## src/rtl/perceptron_trainer.sv

```systemverilog
// perceptron_trainer: serialises resolved-branch updates into read-modify-write
// passes over the perceptron weight table's second port. Each trained row gets a
// saturating +/-1 step per weight; confident correct predictions are dropped.
// Optional build macro PERCEPTRON_TRAINER_STATS_EN adds train_cnt/skip_cnt outputs.
module perceptron_trainer #(
  parameter int W_BITS     = 8,
  parameter int HIST_LEN   = 12,
  parameter int IDX_BITS   = 4,
  parameter int Y_BITS     = 12,
  parameter int THETA      = 37,
  parameter int FIFO_DEPTH = 2
) (
  input  logic                             clk,
  input  logic                             rst_n,
  input  logic                             upd_valid,
  output logic                             upd_ready,
  input  logic [IDX_BITS-1:0]              upd_index,
  input  logic [HIST_LEN-1:0]              upd_hist,
  input  logic                             upd_taken,
  input  logic                             upd_pred,
  input  logic [Y_BITS-1:0]                upd_y,
  output logic [IDX_BITS-1:0]              pt_index,
  input  logic [HIST_LEN:0][W_BITS-1:0]    pt_rdata,
  output logic [HIST_LEN:0][W_BITS-1:0]    pt_wdata,
  output logic                             pt_wr_en,
  output logic                             busy
`ifdef PERCEPTRON_TRAINER_STATS_EN
  ,
  output logic [15:0]                      train_cnt,
  output logic [15:0]                      skip_cnt
`endif
);

  localparam int PTR_BITS = $clog2(FIFO_DEPTH);

  localparam logic [1:0] IDLE  = 2'd0;
  localparam logic [1:0] READ  = 2'd1;
  localparam logic [1:0] CALC  = 2'd2;
  localparam logic [1:0] WRITE = 2'd3;

  localparam logic [W_BITS-1:0] W_MAX = {1'b0, {(W_BITS-1){1'b1}}};
  localparam logic [W_BITS-1:0] W_MIN = {1'b1, {(W_BITS-1){1'b0}}};
  localparam logic [Y_BITS:0]   THETA_EXT = (Y_BITS+1)'(THETA);

  // Request buffer storage and pointers (extra MSB distinguishes full from empty)
  logic [IDX_BITS-1:0] fifo_index [FIFO_DEPTH];
  logic [HIST_LEN-1:0] fifo_hist  [FIFO_DEPTH];
  logic                fifo_taken [FIFO_DEPTH];
  logic                fifo_pred  [FIFO_DEPTH];
  logic [Y_BITS-1:0]   fifo_y     [FIFO_DEPTH];
  logic [PTR_BITS:0]   wr_ptr_reg;
  logic [PTR_BITS:0]   rd_ptr_reg;

  logic [1:0]                   state_reg;
  logic [HIST_LEN-1:0]          hist_reg;
  logic                         taken_reg;
  logic [HIST_LEN:0][W_BITS-1:0] w_reg;
  logic [HIST_LEN:0][W_BITS-1:0] w_next;
  logic [HIST_LEN:0]            step_up;

  logic empty, full, push, pop, head_train;
  logic [Y_BITS:0] y_ext, y_mag;

  assign empty = (wr_ptr_reg == rd_ptr_reg);
  assign full  = (wr_ptr_reg[PTR_BITS] != rd_ptr_reg[PTR_BITS]) &&
                 (wr_ptr_reg[PTR_BITS-1:0] == rd_ptr_reg[PTR_BITS-1:0]);
  // Gating with rst_n keeps ready low while reset is held.
  assign upd_ready = rst_n && !full;
  assign push      = upd_valid && upd_ready;
  assign pop       = (state_reg == IDLE) && !empty;
  assign busy      = (state_reg != IDLE) || !empty;
  assign pt_wr_en  = (state_reg == WRITE);

  // Magnitude in Y_BITS+1 bits so the most negative y is not mistaken for small.
  assign y_ext = {fifo_y[rd_ptr_reg[PTR_BITS-1:0]][Y_BITS-1], fifo_y[rd_ptr_reg[PTR_BITS-1:0]]};
  assign y_mag = y_ext[Y_BITS] ? (~y_ext + (Y_BITS+1)'(1)) : y_ext;
  assign head_train = (fifo_taken[rd_ptr_reg[PTR_BITS-1:0]] != fifo_pred[rd_ptr_reg[PTR_BITS-1:0]]) ||
                      (y_mag <= THETA_EXT);

  // Per-weight direction and saturating step; weight 0 (bias) always follows taken.
  for (genvar gi = 0; gi <= HIST_LEN; gi++) begin : g_weight
    if (gi == 0) begin : g_bias
      assign step_up[gi] = taken_reg;
    end else begin : g_hist
      assign step_up[gi] = ~(hist_reg[gi-1] ^ taken_reg);
    end
    assign w_next[gi] = step_up[gi]
                      ? ((w_reg[gi] == W_MAX) ? w_reg[gi] : w_reg[gi] + W_BITS'(1))
                      : ((w_reg[gi] == W_MIN) ? w_reg[gi] : w_reg[gi] - W_BITS'(1));
  end

  // Buffer payload write; no reset needed since push is blocked during reset.
  always_ff @(posedge clk) begin
    if (push) begin
      fifo_index[wr_ptr_reg[PTR_BITS-1:0]] <= upd_index;
      fifo_hist[wr_ptr_reg[PTR_BITS-1:0]]  <= upd_hist;
      fifo_taken[wr_ptr_reg[PTR_BITS-1:0]] <= upd_taken;
      fifo_pred[wr_ptr_reg[PTR_BITS-1:0]]  <= upd_pred;
      fifo_y[wr_ptr_reg[PTR_BITS-1:0]]     <= upd_y;
    end
  end

  // Buffer pointer advance on push and pop.
  always_ff @(posedge clk or negedge rst_n) begin
    if (!rst_n) begin
      wr_ptr_reg <= '0;
      rd_ptr_reg <= '0;
    end else begin
      if (push) wr_ptr_reg <= wr_ptr_reg + (PTR_BITS+1)'(1);
      if (pop)  rd_ptr_reg <= rd_ptr_reg + (PTR_BITS+1)'(1);
    end
  end

  // Sequencer: pop/decide, read row, compute saturated row, write row.
  always_ff @(posedge clk or negedge rst_n) begin
    if (!rst_n) begin
      state_reg <= IDLE;
      pt_index  <= '0;
      hist_reg  <= '0;
      taken_reg <= 1'b0;
      w_reg     <= '0;
      pt_wdata  <= '0;
    end else begin
      case (state_reg)
        IDLE: begin
          if (pop && head_train) begin
            pt_index  <= fifo_index[rd_ptr_reg[PTR_BITS-1:0]];
            hist_reg  <= fifo_hist[rd_ptr_reg[PTR_BITS-1:0]];
            taken_reg <= fifo_taken[rd_ptr_reg[PTR_BITS-1:0]];
            state_reg <= READ;
          end
        end
        READ: begin
          w_reg     <= pt_rdata;
          state_reg <= CALC;
        end
        CALC: begin
          pt_wdata  <= w_next;
          state_reg <= WRITE;
        end
        default: state_reg <= IDLE;
      endcase
    end
  end

`ifdef PERCEPTRON_TRAINER_STATS_EN
  // Saturating counters of trained and discarded pops.
  always_ff @(posedge clk or negedge rst_n) begin
    if (!rst_n) begin
      train_cnt <= '0;
      skip_cnt  <= '0;
    end else if (pop) begin
      if (head_train && train_cnt != 16'hFFFF) train_cnt <= train_cnt + 16'd1;
      if (!head_train && skip_cnt != 16'hFFFF) skip_cnt <= skip_cnt + 16'd1;
    end
  end
`endif

endmodule

```

## config.mk

```make
export PLATFORM = sky130hd
export DESIGN_NAME = perceptron_trainer
export DESIGN_NICKNAME = d
export VERILOG_FILES = /design/src/rtl/perceptron_trainer.sv
export SDC_FILE = /design/constraint.sdc
export NUM_CORES = 1
export LEC_CHECK = 0
export ABC_AREA = 1
export CAP_MARGIN = 20
export CORE_UTILIZATION = 30
export CTS_CLUSTER_DIAMETER = 50
export DETAILED_ROUTE_END_ITERATION = 12
export PLACE_DENSITY = 0.52
export SYNTH_ARGS = -nofsm -noshare
export SYNTH_HDL_FRONTEND = slang
export SYNTH_SLANG_ARGS = --single-unit
```

## constraint.sdc

```tcl
create_clock -name clk -period 3.66 [get_ports clk]
set_clock_uncertainty 0.1 [all_clocks]
set_input_delay 0.732 -clock clk [delete_from_list [all_inputs] [get_ports clk]]
set_output_delay 0.732 -clock clk [all_outputs]
set_load 0.005 [all_outputs]
```

After elaboration in Yosys (flattened, before gate mapping)
Memory sizes are Yosys's and may differ from the RTL's. A register that Yosys moved wholly into a read port is not among the register bits.
Cells that the tools add are included.
{"block": "word_totals", "out_inout_bits": 111, "ramBits": 60, "inputBits": 137, "n_memories": 5, "wordCells": 170, "reg_bits": 215}
{"block": "classes", "eq_ne": 34, "muxes": 44, "n_bitwise": 13, "addsub": 29, "order_cmp": 1, "n_reduce_logical": 14}
{"name": "fifo_hist", "depth": 2, "word_bits": 12, "read_ports": 1, "rd_clocked_by_memory_dff": 1, "wr": 1, "line_no": "47", "source": "logic [HIST_LEN-1:0] fifo_hist [FIFO_DEPTH];"}
{"name": "fifo_y", "depth": 2, "word_bits": 12, "read_ports": 1, "rd_clocked_by_memory_dff": 0, "wr": 1, "line_no": "50", "source": "logic [Y_BITS-1:0] fifo_y [FIFO_DEPTH];"}
{"name": "fifo_index", "depth": 2, "word_bits": 4, "read_ports": 1, "rd_clocked_by_memory_dff": 1, "wr": 1, "line_no": "46", "source": "logic [IDX_BITS-1:0] fifo_index [FIFO_DEPTH];"}
{"name": "fifo_pred", "depth": 2, "word_bits": 1, "read_ports": 1, "rd_clocked_by_memory_dff": 0, "wr": 1, "line_no": "49", "source": "logic fifo_pred [FIFO_DEPTH];"}
{"name": "fifo_taken", "depth": 2, "word_bits": 1, "read_ports": 1, "rd_clocked_by_memory_dff": 0, "wr": 1, "line_no": "48", "source": "logic fifo_taken [FIFO_DEPTH];"}
{"cell": "$mux 8", "n": 39}
{"cell": "$add 8x1->8 const B", "n": 13}
{"cell": "$eq 8x7->1 const B", "n": 13}
{"cell": "$eq 8x8->1 const B", "n": 13}
{"cell": "$sub 8x1->8 const B", "n": 13}
{"cell": "$add 13x1->13 const B", "n": 1}
{"cell": "$le 13x6->1 const B", "n": 1}
{"cell": "$mux 13", "n": 1}
{"cell": "$not 13->13", "n": 1}
{"cell": "$xor 1x1->1", "n": 12}
{"cell": "$pmux 2 s3", "n": 1}
{"cell": "$logic_and 1x1->1", "n": 5}
{"cell": "$add 2x1->2 const B", "n": 2}
{"cell": "$eq 2x2->1 const B", "n": 2}
{"cell": "$logic_not 1->1", "n": 4}
{"cell": "$eq 2x1->1 const B", "n": 1}
{"cell": "$eq 2x2->1", "n": 1}
{"cell": "$logic_not 2->1", "n": 1}
{"cell": "$logic_or 1x1->1", "n": 2}
{"cell": "$mux 1", "n": 2}
{"cell": "$mux 2", "n": 1}
{"cell": "$ne 1x1->1", "n": 2}
{"cell": "$ne 2x1->1 const B", "n": 1}
{"cell": "$reduce_and 2->1", "n": 1}
{"cell": "other kinds (2)", "n": 2}

Longest topological paths before layout
An unclocked memory read counts as a cell.
{"block": "logic_depth", "depth_word": 9, "ltp_mapped": 20, "depth_no_buf": 19}

Worst setup path before layout
No wires, ideal clock.
{"block": "synth_timing", "kind": "reg-to-reg", "start": "register rd_ptr_reg[0]", "end": "memory fifo_hist[1][0] (enable)", "path_stages_with_launch": 7, "period_less_slack_ns": 3.070, "n_path_buf": 2, "arrival_ns": 2.550, "setup_slack_ns": 0.590, "cell_sequence": "dfrtp_1 > buf_6 > buf_8 > xnor2_1 > a21boi_0 > nand2_1 > nor2_1"}
{"block": "synth_between", "elab_chain_len": 7}
{"element": "from (decl)", "line_no": "52", "source": "logic [PTR_BITS:0] rd_ptr_reg;"}
{"element": "from (signal assigned)", "line_no": "110", "source": "if (pop) rd_ptr_reg <= rd_ptr_reg + (PTR_BITS+1)'(1);"}
{"element": "$eq 1x1->1", "line_no": "66", "source": "(wr_ptr_reg[PTR_BITS-1:0] == rd_ptr_reg[PTR_BITS-1:0]);"}
{"element": "$logic_and 1x1->1", "line_no": "65", "source": "assign full = (wr_ptr_reg[PTR_BITS] != rd_ptr_reg[PTR_BITS]) &&"}
{"element": "$logic_not 1->1", "line_no": "68", "source": "assign upd_ready = rst_n && !full;"}
{"element": "$logic_and 1x1->1", "line_no": "68"}
{"element": "via upd_ready", "line_no": "16", "source": "output logic upd_ready,"}
{"element": "$logic_and 1x1->1", "line_no": "69", "source": "assign push = upd_valid && upd_ready;"}
{"element": "$mux 1", "line_no": "94", "source": "if (push) begin"}
{"element": "$mux 1 (not written as such)", "line_no": "96", "source": "fifo_hist[wr_ptr_reg[PTR_BITS-1:0]] <= upd_hist;"}
{"element": "to (decl)", "line_no": "47"}
The timed path passes the listed nets, and every way through them passes these cells.

Worst setup path after layout
{"block": "layout_timing", "start": "register rd_ptr_reg[0]", "end": "output upd_ready"}
{"block": "layout_between", "elab_chain_len": 4}
{"element": "$eq 1x1->1", "line_no": "66"}
{"element": "$logic_and 1x1->1", "line_no": "65"}
{"element": "$logic_not 1->1", "line_no": "68"}
{"element": "$logic_and 1x1->1", "line_no": "68"}
{"element": "to (decl)", "line_no": "16"}
Every way passes these cells.

==> impl_metrics.ini <==
[critical_path]
path_cells = buf_4 > xnor2_1 > a21boi_0 > clkdlybuf4s50_1
ff2ff_path_depth = 19
cp_num_buf_inv = 2
critical_path.endpoint_type = output port
worst_path_dominant_cell_family = buffers and inverters
critical-path-slowest-cell = clkdlybuf4s50_1
cp_data_arrival_time_ns = 2.53
worst_r2r_start = rd_ptr_reg[0]
r2r_end = state_reg[1]
data_required_time_of_the_critical_path_ns = 2.83
setup.reg_to_reg.worst_slack_ns = 0.88
critical_path_class = flip-flop to output port
max_stage_delay_ns = 0.56
cp_max_fo = 21
worst_setup_path_start_kind = flip-flop

[floorplanning]
die-width_um = 233
die-area_um2 = 54200
initial_core_util = 0.304
io_pins = 248
core-area_um2 = 52600
row_count = 84
die_height_um = 233

[timing]
slew_viol_final = 0
timing_worst_slew_pin_value_ns = 1.03
min_period_ns = 3.36
hold_viol_final = 0
rsz0062_at_grt = no
setup_viol = 0
period_utilization_post_route = 0.917
fin_setup_tns_ns = 0
maxClockFrequency_mhz = 298
timing.slew.headroom = 0.308

[power]
power_density_nw_per_um2 = 975
ir_worst_vdd_v = 0.000451
p_leak_nw = 8.98
total_power_mw = 20.3

[synthesis]
synth-edff-count = 60
synthCells = 1900
netlist_area_um2 = 16000
synth_fp_nets = 2082
synth_ff_type = dfrtp_1
seq_total_area_yosys = 0.475
ys_ff_latch = 291
post_synth.cell_area_avg_um2 = 8.41
yosys_warnings = 0
yosys.cell_types.count = 44
async_flop_share = 0.794

[global_route]
grt_start_max_net_pins = 141
gr-total-overflow = 0
via_count_of_the_first_global_routing_pass = 13400
grt_usage = 0.172
grt_antenna_before_repair = 1
grt_first_pass_wirelength_um = 73300

[clock_tree]
post_cts_resize_count = 0
cts_buffers = 45
total_setup_buffers_inserted_after_cts = 0
insertion_delay_of_the_later_clocked_pin_in_the_worst_skew_pair_ns = 0.56
postCtsHoldBufs = 0
clock_tree.root_cell = clkbuf_16
clock_sink_count = 291
cts.clk_slew.worst_paths_ns = 0.06
cts_max_path_buffers = 3
h-tree-depth = 2
cts_tree = built

[route]
detail-route-antenna-nets = 0
via_count = 13600
drt_pass1_iterations = 5
postRouteWirelength_um = 46500
routed_wl_per_cell_um = 16.3
avgViaCountPerCell = 4.77
drt_iter0_markers = 902
remaining_drc_errors = 0

[place]
hpwl_um = 33600
numPortBuffers = 247
placed_cell_count = 2776
place_congestion = 0.873

[finish]
num_antenna_cells = 0
multi_input_comb_area_um2 = 7370
fill_cells = 5325
area_delta_synth_final_pct = 30.0
finalNetCount = 2317
layout-drive-gt1-share = 0.0692
register_area_um2 = 7580
post_route_insts_no_fill = 2857
final_core_utilization = 0.395

[outcome]
run_status = finished, final reports clean

[run]
max_cap_viol_count = 0

[worst_hold_path]
worstHoldPathType = input pin to asynchronous set/reset pin
[synth_stat cells, types with 2 or more instances]
cell,count,share of area
o21ai_1,4,0.0013
nand2_2,6,0.0023
nor2_2,4,0.0016
nand2_1,324,0.076
buf_6,6,0.0042
nand3_1,54,0.017
nor2_1,241,0.057
a21oi_1,110,0.034
nor3_2,4,0.0025
inv_2,3,0.00070
or2_2,2,0.00078
o211ai_1,15,0.0070
xor2_1,116,0.064
xnor2_1,15,0.0082
o21bai_1,2,0.00094
nand3b_1,2,0.00094
mux2_2,9,0.0063
edfxtp_1,60,0.11
clkbuf_1,57,0.013
a31oi_1,55,0.022
and3_1,9,0.0035
nor4_1,11,0.0043
nand4_1,11,0.0043
nand3_2,2,0.0013
mux2i_1,17,0.011
buf_2,4,0.0013
o31ai_1,11,0.0052
dfrtp_1,231,0.36
o21ai_0,222,0.070
nor3_1,25,0.0078
or2_1,5,0.0020
a22oi_1,2,0.00094
inv_1,182,0.043
clkbuf_2,8,0.0025
o21ai_2,18,0.0099
ha_1,45,0.035
[worst reg2reg max path, delay by kind of cell, from the launching register on]
family | cells | cell delay [ns]
adder cells (fa/ha/maj) | 1 | 0.20
buffers and inverters | 2 | 0.26
flip-flops | 1 | 0.52
AND/OR/NAND/NOR | 16 | 1.60
[cell usage in the layout (no fill, tap or decap), types with 25 or more instances in the layout]
cell type	Yosys	routed
nor3_1	25	25
a21oi_1	110	110
o21ai_0	222	222
inv_1	182	182
a31oi_1	55	55
nand2_1	324	324
xor2_1	116	116
edfxtp_1	60	60
clkdlybuf4s50_1	0	246
ha_1	45	43
clkbuf_16	0	45
nor2_1	241	239
dfrtp_1	231	230
nand3_1	54	54
[routing by layer]
layer | vias up | wire [um] | GRT usage
li1 | 6786 | - | -
met1 | 6412 | 22000 | 0.240
met2 | 348 | 20600 | 0.266
met3 | 73 | 2820 | 0.0350
met4 | 2 | 1080 | 0.0535
met5 | - | 13 | 0
[kinds of logic after synthesis]
logic type / after synthesis / share of synthesized area
flops: 291 / 0.475
xor+xnor: 131 / 0.0718
simple gates: 702 / 0.183
fa+ha+maj: 45 / 0.0352
mux: 26 / 0.0170
compound gates: 442 / 0.152
buf+inv: 263 / 0.0665
[area by class of cell]
type	instances	area share
sequential	291	0.365
clock buffer	52	0.0574
inverter	186	0.0336
tap	688	0.0415
timing repair buffer	265	0.128
multi-input combinational	1346	0.355
clock inverter	29	0.0189
[power by group]
part	switching [mW]	internal [mW]	total, mW
logic	5.63	3.96	9.58
clock network	1.63	2.91	4.54
registers	1.34	4.78	6.13
total	8.60	11.7	20.3
[metrics by stage]
step	cell area, um^2	hold slack (ns)	setup WS (ns)
2_1_floorplan	16000	0.336	0.590
3_3_place_gp	19200	0.373	0.892
3_5_place_dp	19200	0.373	0.870
4_1_cts	20800	0.281	0.237
5_1_grt	20800	0.312	0.123
6_report	20800	0.278	0.302
[how the worst max path moves through the flow]
| stage | from | to | slack [ns] | depth (start not counted) |
|---|---|---|---|---|
| after detailed placement | rd_ptr_reg[0] | upd_ready | 0.87 | 4 |
| final | rd_ptr_reg[0] | upd_ready | 0.30 | 4 |
| after global placement | rd_ptr_reg[0] | upd_ready | 0.89 | 4 |
| after floorplan | rd_ptr_reg[0] | fifo_hist[1][0] | 0.59 | 6 |
| after global routing | rd_ptr_reg[0] | upd_ready | 0.12 | 4 |
| after CTS | rd_ptr_reg[0] | upd_ready | 0.24 | 4 |
Note: power is estimated with default switching activity, not from simulation.
